==> config.mk <==
export PLATFORM = sky130hd
export DESIGN_NAME = seven_segment_scan_ctrl
export DESIGN_NICKNAME = d
export VERILOG_FILES = /design/src/rtl/seg7_pkg.sv /design/src/rtl/seven_segment_scan_ctrl_lz.sv /design/src/rtl/seven_segment_scan_ctrl.sv
export SDC_FILE = /design/constraint.sdc
export NUM_CORES = 1
export LEC_CHECK = 0
export BUFFER_PORTS_ARGS = -buffer_cell sky130_fd_sc_hd__buf_2
export CAP_MARGIN = 15
export CORE_UTILIZATION = 40
export CTS_CLUSTER_SIZE = 10
export DETAILED_ROUTE_END_ITERATION = 12
export GPL_TIMING_DRIVEN = 0
export SETUP_SLACK_MARGIN = 0.1
export SLEW_MARGIN = 10
export SYNTH_ARGS = -nofsm -noshare
export SYNTH_HDL_FRONTEND = slang
export SYNTH_SLANG_ARGS = --single-unit
export TNS_END_PERCENT = 30
==> constraint.sdc <==
create_clock -name clk -period 6.2 [get_ports clk]
set_clock_uncertainty 0.1 [all_clocks]
set_input_delay 1.24 -clock clk [delete_from_list [all_inputs] [get_ports clk]]
set_output_delay 1.24 -clock clk [all_outputs]
set_load 0.1 [all_outputs]
==> src/rtl/seg7_pkg.sv <==
// Shared constants, state encoding and width helper
// for the seven-segment scan controller.
package seg7_pkg;

  localparam logic [3:0] BLANK_CODE = 4'hF;
  localparam logic       ANODE_OFF  = 1'b1;

  typedef enum logic [1:0] {
    IDLE  = 2'd0,
    BLANK = 2'd1,
    SHOW  = 2'd2
  } scan_state_e;

  function automatic int idx_w(input int n);
    return (n <= 2) ? 1 : $clog2(n);
  endfunction

endpackage

==> src/rtl/seven_segment_scan_ctrl_lz.sv <==
// Combinational leading-zero blanker: zeros above the
// most significant non-zero digit become BLANK_CODE.
module seg7_lz_suppress
  import seg7_pkg::*;
#(
  parameter int NUM_DIGITS = 4
) (
  input  logic [4*NUM_DIGITS-1:0] digits_i,
  input  logic                    en_i,
  output logic [4*NUM_DIGITS-1:0] digits_o
);

  logic lead;

  always_comb begin
    digits_o = digits_i;
    lead     = en_i;
    for (int i = NUM_DIGITS - 1; i >= 1; i--) begin
      if (digits_i[4*i +: 4] != 4'h0) begin
        lead = 1'b0;
      end else if (lead) begin
        digits_o[4*i +: 4] = BLANK_CODE;
      end
    end
  end

endmodule

==> src/rtl/seven_segment_scan_ctrl.sv <==
// Multiplexed N-digit seven-segment scan controller with
// frame-synchronous double buffering and blanking guard.
module seven_segment_scan_ctrl
  import seg7_pkg::*;
#(
  parameter int NUM_DIGITS   = 4,
  parameter int SLOT_CYCLES  = 100000,
  parameter int BLANK_CYCLES = 1000
) (
  input  logic                    clk,
  input  logic                    rst,
  input  logic                    enable,
  input  logic                    load,
  input  logic [4*NUM_DIGITS-1:0] digits_in,
  input  logic [NUM_DIGITS-1:0]   dots_in,
  input  logic                    lz_blank_en,
  output logic [3:0]              digit_out,
  output logic                    dot_out,
  output logic [NUM_DIGITS-1:0]   anode_n,
  output logic                    frame_start
);

  localparam int IW = idx_w(NUM_DIGITS);
  localparam int CW = idx_w(SLOT_CYCLES);
  localparam int DW = 4 * NUM_DIGITS;

  localparam logic [IW-1:0] LAST_IDX  = IW'(NUM_DIGITS - 1);
  localparam logic [CW-1:0] BLANK_END = CW'(BLANK_CYCLES - 1);
  localparam logic [CW-1:0] SLOT_END  = CW'(SLOT_CYCLES - 1);

  localparam logic [DW-1:0] ALL_BLANK = {NUM_DIGITS{BLANK_CODE}};
  localparam logic [NUM_DIGITS-1:0] ANODES_OFF =
    {NUM_DIGITS{ANODE_OFF}};

  scan_state_e state_q, state_d;
  logic [IW-1:0] idx_q, idx_d;
  logic [CW-1:0] cnt_q, cnt_d;

  logic [DW-1:0]         act_dig_q, act_dig_d;
  logic [NUM_DIGITS-1:0] act_dot_q, act_dot_d;
  logic [DW-1:0]         pend_dig_q, pend_dig_d;
  logic [NUM_DIGITS-1:0] pend_dot_q, pend_dot_d;
  logic                  pend_vld_q, pend_vld_d;

  logic [3:0]            digit_q, digit_d;
  logic                  dot_q, dot_d;
  logic [NUM_DIGITS-1:0] anode_q, anode_d;
  logic                  fs_q, fs_d;

  logic          slot_start;
  logic          wrap;
  logic          copy;
  logic [DW-1:0] lz_dig;

  always_comb begin
    state_d    = state_q;
    idx_d      = idx_q;
    cnt_d      = cnt_q;
    slot_start = 1'b0;
    wrap       = 1'b0;
    if (!enable) begin
      state_d = IDLE;
      idx_d   = '0;
      cnt_d   = '0;
    end else begin
      unique case (state_q)
        IDLE: begin
          state_d    = BLANK;
          idx_d      = '0;
          cnt_d      = '0;
          slot_start = 1'b1;
          wrap       = 1'b1;
        end
        BLANK: begin
          cnt_d = cnt_q + 1'b1;
          if (cnt_q == BLANK_END) state_d = SHOW;
        end
        SHOW: begin
          if (cnt_q == SLOT_END) begin
            state_d    = BLANK;
            cnt_d      = '0;
            slot_start = 1'b1;
            if (idx_q == LAST_IDX) begin
              idx_d = '0;
              wrap  = 1'b1;
            end else begin
              idx_d = idx_q + 1'b1;
            end
          end else begin
            cnt_d = cnt_q + 1'b1;
          end
        end
        default: state_d = IDLE;
      endcase
    end
  end

  // A load on the copy cycle bypasses pending so it lands in this frame.
  always_comb begin
    copy       = (state_q == IDLE) || wrap;
    act_dig_d  = act_dig_q;
    act_dot_d  = act_dot_q;
    pend_dig_d = load ? digits_in : pend_dig_q;
    pend_dot_d = load ? dots_in : pend_dot_q;
    pend_vld_d = pend_vld_q | load;
    if (copy) begin
      pend_vld_d = 1'b0;
      if (load) begin
        act_dig_d = digits_in;
        act_dot_d = dots_in;
      end else if (pend_vld_q) begin
        act_dig_d = pend_dig_q;
        act_dot_d = pend_dot_q;
      end
    end
  end

  seg7_lz_suppress #(
    .NUM_DIGITS(NUM_DIGITS)
  ) u_lz (
    .digits_i(act_dig_d),
    .en_i    (lz_blank_en),
    .digits_o(lz_dig)
  );

  always_comb begin
    digit_d = digit_q;
    dot_d   = dot_q;
    if (!enable) begin
      digit_d = BLANK_CODE;
      dot_d   = 1'b0;
    end else if (slot_start) begin
      digit_d = lz_dig[4*idx_d +: 4];
      dot_d   = act_dot_d[idx_d];
    end
    anode_d = ANODES_OFF;
    if (state_d == SHOW) anode_d = ~(NUM_DIGITS'(1) << idx_d);
    fs_d = wrap;
  end

  always_ff @(posedge clk or posedge rst) begin
    if (rst) begin
      state_q    <= IDLE;
      idx_q      <= '0;
      cnt_q      <= '0;
      act_dig_q  <= ALL_BLANK;
      act_dot_q  <= '0;
      pend_dig_q <= ALL_BLANK;
      pend_dot_q <= '0;
      pend_vld_q <= 1'b0;
      digit_q    <= BLANK_CODE;
      dot_q      <= 1'b0;
      anode_q    <= ANODES_OFF;
      fs_q       <= 1'b0;
    end else begin
      state_q    <= state_d;
      idx_q      <= idx_d;
      cnt_q      <= cnt_d;
      act_dig_q  <= act_dig_d;
      act_dot_q  <= act_dot_d;
      pend_dig_q <= pend_dig_d;
      pend_dot_q <= pend_dot_d;
      pend_vld_q <= pend_vld_d;
      digit_q    <= digit_d;
      dot_q      <= dot_d;
      anode_q    <= anode_d;
      fs_q       <= fs_d;
    end
  end

  assign digit_out   = digit_q;
  assign dot_out     = dot_q;
  assign anode_n     = anode_q;
  assign frame_start = fs_q;

endmodule

==> qor.yml, run 1 <==
avgRoutedWirePerCell_um: 17.6
vias: 3546
antenna_cells_inserted: 0
worst_hold_path.num_cells: 2
dp_cells: 596
mappedNetlistArea_sq_um: 4180
num-nets-final: 505
worst-r2r-cell-count: 9
synth_fp_nets: 461
number_of_enable_type_register_cells_in_the_synthesized_netlist: 0
fin_crit_sh_pct: 63.2
cp-endpoint: "dot_out$_DFFE_PP0P_"
crit_path_start: "enable"
grt_first_pass_wirelength_mm: 17.9
clock_power_share_pct: 34.0
clock_insertion_delay_worst_skew_ns: 0.36
p_leak_nw: 1.96
die_x_um: 104
path_class: "primary input to flip-flop"
die_h_um: 104
grt_pass1_vias: 3403
yosys_warnings: 0
grtUsageTotal_pct: 20.8
globalRouteOverflowTotal: 0
instances_no_fill: 612
synth_most_common_cell: "dfstp_2"
max_capacitance_violation_count: 0
clock-sinks: 72
root_buffer: "clkbuf_8"
crit_path_top_delay_cell: "clkbuf_1"
final_max_slew_viol_count: 0
cp_cell_sequence: "buf_2 > nand2_1 > or3_1 > buf_4 > o21ai_4 > clkbuf_1 > clkbuf_1 > a31oi_1 > o211ai_1 > o211ai_1 > a31oi_1"
holdWs_ns: 0.379
synth_register_bits: 72
core_area_sq_um: 9950
timing.max_slew.rel_slack_pct: 49.8
gp_congestion: 0.808
drt_iter0_markers: 170
synth_common_cells: "40 x dfstp_2, 35 x nor2_1, 32 x dfrtp_1"
final_hold_viol_count: 0
worst-path-buf-inv: 4
irDropWorstVdd_mv: 0.147
reg2reg_setup_slack_ns: 2.30
synthesis.area_per_instance_sq_um: 9.73
post-route-drc-count: 0
port_buffers: 32
synth_cell_type_count: 77
setup_viol_count_final: 0
routed_via_density: 5.79
grt_setup_unrepaired: "false"
setup_slack_ns: 2.28
postRouteAntennaNets: 0
timing.fmax_mhz: 255
wirelength_mm: 10.8
netlist_instances: 430
total_clock_buffers_created_by_cts: 9
tritoncts: "yes"
synthToLayoutAreaGrowth_pct: 13.6
cts_max_path_buffers: 2
pwr-share-comb_pct: 18.9
register_area_share_after_synthesis_pct: 44.3
register_share_of_total_power_pct: 47.1
ctsHoldBuffers: 0
worst-path-stages: 11
timing.critical_path.from_type: "primary input"
design.die.area_sq_um: 10900
cp_top_family: "buffers and inverters"
final_period_minus_worst_setup_slack_ns: 3.92
utilization_after_layout_pct: 47.8
cellInternalPower_mw: 0.836
synth-async-reset-ratio_pct: 100
place.detailed.hpwl_mm: 7.71
grt_start_max_net_pins: 57
post-synth-top-area-fraction_pct: 25.1
worst_path_arrival_time_ns: 4.09
critical_register_to_register_path_endpoint: "dot_out$_DFFE_PP0P_"
postCtsResizedCells: 0
min_path_type: "flip-flop to flip-flop"
depth_of_the_cts_h_tree: 3
router_iterations_before_antenna_repair: 5
outcome: "finished, final reports clean"
drive_above_1_share_pct: 26.7
required_ns: 6.38
cellPowerDensity_nw_per_um2: 252
timing.critical_path.to_type: "flip-flop"
worstHoldStart: "pend_dig_q[7]$_DFFE_PP1P_"
rr_startpoint: "cnt_q[11]$_DFFE_PP0P_"
ys.flop_type: "dfstp_2"
switchingPower_mw: 0.363
worst_slew_pin_slew_ns: 0.746
setup_tns_ns: 0
i_o_pins: 35
dp_slack_ns: 1.96
floorplan.initialDensity_pct: 42.0
critPathMaxFanout: 10
post-synth-top-area-cell: "dfstp_2"
antenna_violations_before_repair: 0
clkSlewWorstSetupHoldPaths_ns: 0.08
netlist_top_cells_area: "dfstp_2 25%, dfrtp_1 19%, mux2_2 4.8%, o21ai_0 3.7%, nor2_1 3.1%"
worst_path_largest_cell_delay_ns: 0.51
switching_share_pct: 30.3
count_of_buffers_added_by_post_cts_timing_repair_for_setup: 0
rows: 36
==> through the flow <==
stage	area, sq um	total power, mW
2_1_floorplan	4180	0.734
3_3_place_gp	4510	0.789
3_5_place_dp	4540	0.797
4_1_cts	4750	1.21
5_1_grt	4750	1.25
6_report	4750	1.20
==> cell usage in the layout (no fill, tap or decap), types with 10 or more instances in the layout <==
master	instances
nand3_1	22
o22ai_1	15
dfstp_2	40
clkbuf_8	10
a21oi_1	17
inv_1	17
nand2b_1	13
clkbuf_1	18
dfrtp_1	32
o21ai_0	31
mux2_2	18
nor2_1	35
buf_2	34
nand2_1	27
==> tightest hold or removal path, stage by stage, from the launching register on <==
cell,delay [ns]
dfstp_2,0.37
inv_1,0.04
o21ai_0,0.06
==> layer usage <==
layer	wire (um)	track usage (%)
met1	5360	30.8
met5	0	0
met2	4710	29.6
met3	547	3.13
met4	166	9.90
==> power groups by stage <==
stage | logic, mW | clock network, mW | registers (mW)
final | 0.227 | 0.408 | 0.564
after detailed placement | 0.225 | 0 | 0.571
after CTS | 0.226 | 0.417 | 0.563
after floorplan | 0.134 | 0 | 0.600
after global routing | 0.247 | 0.435 | 0.568
after global placement | 0.219 | 0 | 0.570
==> flip-flops by register name (all words and copies together), names as in the netlist, 4 cells and up <==
name,count
act_dig_q,16
anode_n,4
digit_out,4
act_dot_q,4
pend_dot_q,4
cnt_q,17
pend_dig_q,16
==> area by class of cell <==
cell class,count,area [sq um]
inverter,19,76.3
tap,133,166
clock inverter,4,47.5
sequential,72,1850
fill,938,5200
clock buffer,12,166
buffer,24,104
timing repair buffer,33,188
multi-input combinational,315,2150
==> worst min path at each step <==
| stage | slack, ns | endpoint |
|---|---|---|
| 2_1_floorplan | 0.35 | pend_dig_q[7]$_DFFE_PP1P_ |
| 4_1_cts | 0.38 | pend_dig_q[7]$_DFFE_PP1P_ |
| 5_1_grt | 0.40 | pend_dig_q[7]$_DFFE_PP1P_ |
| 6_report | 0.38 | pend_dig_q[7]$_DFFE_PP1P_ |
| 3_3_place_gp | 0.37 | pend_dig_q[7]$_DFFE_PP1P_ |
| 3_5_place_dp | 0.37 | pend_dig_q[7]$_DFFE_PP1P_ |
==> cell families after synthesis <==
logic type               after synthesis  synth area share, %
adder cells (fa/ha/maj)                6                 1.79
AO/OA/AOI/OAI                        125                 20.7
AND/OR/NAND/NOR                      158                 22.4
flip-flops                            72                 44.3
multiplexers                          18                 4.85
buffers and inverters                 43                 4.25
XOR/XNOR                               8                 1.68
(Power assumes the default switching activity.)
==> inputs of run 2 (changes only) <==
- clock period: 6.2 -> 3.4 ns (I/O delays scaled with it)
==> qor.yml, run 2 (synthesis results as in run 1) <==
drive_above_1_share_pct: 30.1  # was 26.7%
worst_path_arrival_time_ns: 3.45  # was 4.09 ns
final_period_minus_worst_setup_slack_ns: 3.25
vias: 3557  # was 3546
clkSlewWorstSetupHoldPaths_ns: 0.08  # about the same
router_iterations_before_antenna_repair: 4  # was 5
depth_of_the_cts_h_tree: 3  # unchanged
fin_crit_sh_pct: 95.7
cellPowerDensity_nw_per_um2: 456  # was 252 nW/um^2
gp_congestion: 0.808  # unchanged
globalRouteOverflowTotal: 0  # unchanged
drt_iter0_markers: 198  # was 170
tritoncts: "yes"  # unchanged
synthToLayoutAreaGrowth_pct: 15.2  # was 13.6%
outcome: "finished, final reports clean"  # unchanged
die_x_um: 104  # unchanged
dpl-instance-area_sq_um: 4540  # unchanged
p_leak_nw: 2.00  # was 1.96 nW
postRouteAntennaNets: 0  # unchanged
registers.top_by_ff_count: "cnt_q"  # unchanged
most_common_cell_after_layout_fill_and_taps_aside: "dfstp_2"  # unchanged
min_path_type: "primary input to asynchronous set/reset pin"  # was flip-flop to flip-flop
routed_via_density: 5.78  # was 5.79
total_clock_buffers_created_by_cts: 9  # unchanged
cts_max_path_buffers: 2  # unchanged
rows: 36  # unchanged
root_buffer: "clkbuf_8"  # unchanged
grt_pass1_vias: 3416  # was 3403
avgRoutedWirePerCell_um: 17.6  # about the same
multi_input_area_sq_um: 2190  # was 2150 sq um
die_h_um: 104  # unchanged
setup_tns_ns: 0  # unchanged
path_class: "flip-flop to flip-flop"  # was primary input to flip-flop
i_o_pins: 35  # unchanged
design.die.area_sq_um: 10900  # unchanged
timing.fmax_mhz: 307
setup_viol_count_final: 0  # unchanged
utilization_after_layout_pct: 48.4  # was 47.8%
core_area_sq_um: 9950  # unchanged
final_cell_mix: "40 x dfstp_2, 38 x buf_2, 35 x nor2_1, 32 x dfrtp_1, 30 x o21ai_0"  # was 40 x dfstp_2, 35 x nor2_1, 34 x buf_2, 32 x dfrtp_1, 31 x o21ai_0
timing.max_slew.rel_slack_pct: 54.4  # was 49.8%
max_capacitance_violation_count: 0  # unchanged
antenna_cells_inserted: 0  # unchanged
holdWs_ns: 0.143  # was 0.379 ns
port_buffers: 32  # unchanged
clock_insertion_delay_worst_skew_ns: 0.37  # was 0.36 ns
critPathMaxFanout: 10  # unchanged
timing.critical_path.from_type: "flip-flop"  # was primary input
wirelength_mm: 10.8  # about the same
place.detailed.hpwl_mm: 7.71  # unchanged
grt_setup_unrepaired: "true"  # was false
timing.critical_path.to_type: "flip-flop"  # unchanged
worst_slew_pin_slew_ns: 0.684  # was 0.746 ns
dp_slack_ns: -0.406  # was 1.96 ns
seqCellArea_sq_um: 1850  # unchanged
final_hold_viol_count: 0  # unchanged
number_of_flip_flops_under_the_largest_register_name: 17  # unchanged
setup_slack_ns: 0.146  # was 2.28 ns
antenna_violations_before_repair: 0  # unchanged
grt_first_pass_wirelength_mm: 18.0  # was 17.9 mm
clock-sinks: 72  # unchanged
required_ns: 3.60  # was 6.38 ns
floorplan.initialDensity_pct: 42.0  # unchanged
grt_start_max_net_pins: 57  # unchanged
post-route-drc-count: 0  # unchanged
grtUsageTotal_pct: 20.9  # was 20.8%
stdcell_area_sq_um: 4820  # was 4750 sq um
irDropWorstVdd_mv: 0.266  # was 0.147 mV
num-nets-final: 508  # was 505
final_max_slew_viol_count: 0  # unchanged
layout.filler_cells: 932  # was 938
biggest_registers_after_layout: "cnt_q x17, act_dig_q x16, pend_dig_q x16"  # unchanged
run 2: cell count changes in the layout (fill, tap and decap cells not counted), sizes merged:
cell | previous run | this run
clkbuf | 29 | 25
buf | 40 | 47
run 2: routing by layer:
metal  global-route usage, %  vias to the layer above  part of all wire, %
li1                        -                     1680                    -
met1                    30.9                     1760                   50
met4                    9.69                        0                  1.5
met2                    29.8                      102                   44
met5                       0                        -                    0
met3                    3.13                       15                  5.0
run 2: stage by stage:
stage | cells | power (mW)
floorplan | 430 | 1.34
global placement | 595 | 1.44
detailed placement | 596 | 1.45
CTS | 614 | 2.20
global route | 615 | 2.29
finish | 615 | 2.20
run 2: what timing repair did:
item | 4_1_cts | 5_1_grt
pin swaps | 1 | 3
hold buffers | 0 | 0
endpoints found under the setup margin | 12 | 5
resized for setup | 6 | 15
buffers inserted | 2 | 1
run 2: worst paths after layout:
kind                                            from  depth (start not counted)                        end  slack [ns]
max                             state_q[0]$_DFF_PP0_                         12   digit_out[0]$_DFFE_PP1P_        0.15
min reg2reg                pend_dig_q[7]$_DFFE_PP1P_                          2  pend_dig_q[7]$_DFFE_PP1P_        0.38
min in group clk           pend_dig_q[7]$_DFFE_PP1P_                          2  pend_dig_q[7]$_DFFE_PP1P_        0.38
max reg2reg                     state_q[0]$_DFF_PP0_                         12   digit_out[0]$_DFFE_PP1P_        0.15
max in group asynchronous                        rst                          3   digit_out[3]$_DFFE_PP1P_        2.45
min                                              rst                          2       pend_vld_q$_DFF_PP0_        0.14
run 2: critical path: stages, from the launching register on:
cell and delay, ns:
dfrtp_1 0.42, inv_1 0.11, ha_1 0.20, buf_2 0.24, nand3_1 0.15, nor4_4 0.29
buf_4 0.18, a31oi_1 0.16, o22ai_1 0.21, and4bb_4 0.31, nand4_4 0.11, or4_1 0.53
a31oi_1 0.18
run 2: layout make-up:
class | count | share of cell area [%]
inverters | 19 | 1.58
multi-input cells | 315 | 45.4
repair buffers | 36 | 4.36
plain buffers | 24 | 2.34
clock inverters | 4 | 0.987
clock buffers | 12 | 3.45
flip-flops and latches | 72 | 38.4
well taps | 133 | 3.45
run 2: power by group:
part / internal (mW) / switching, mW
clock network: 0.404 / 0.341
registers: 0.980 / 0.0505
logic: 0.148 / 0.277
total: 1.53 / 0.668
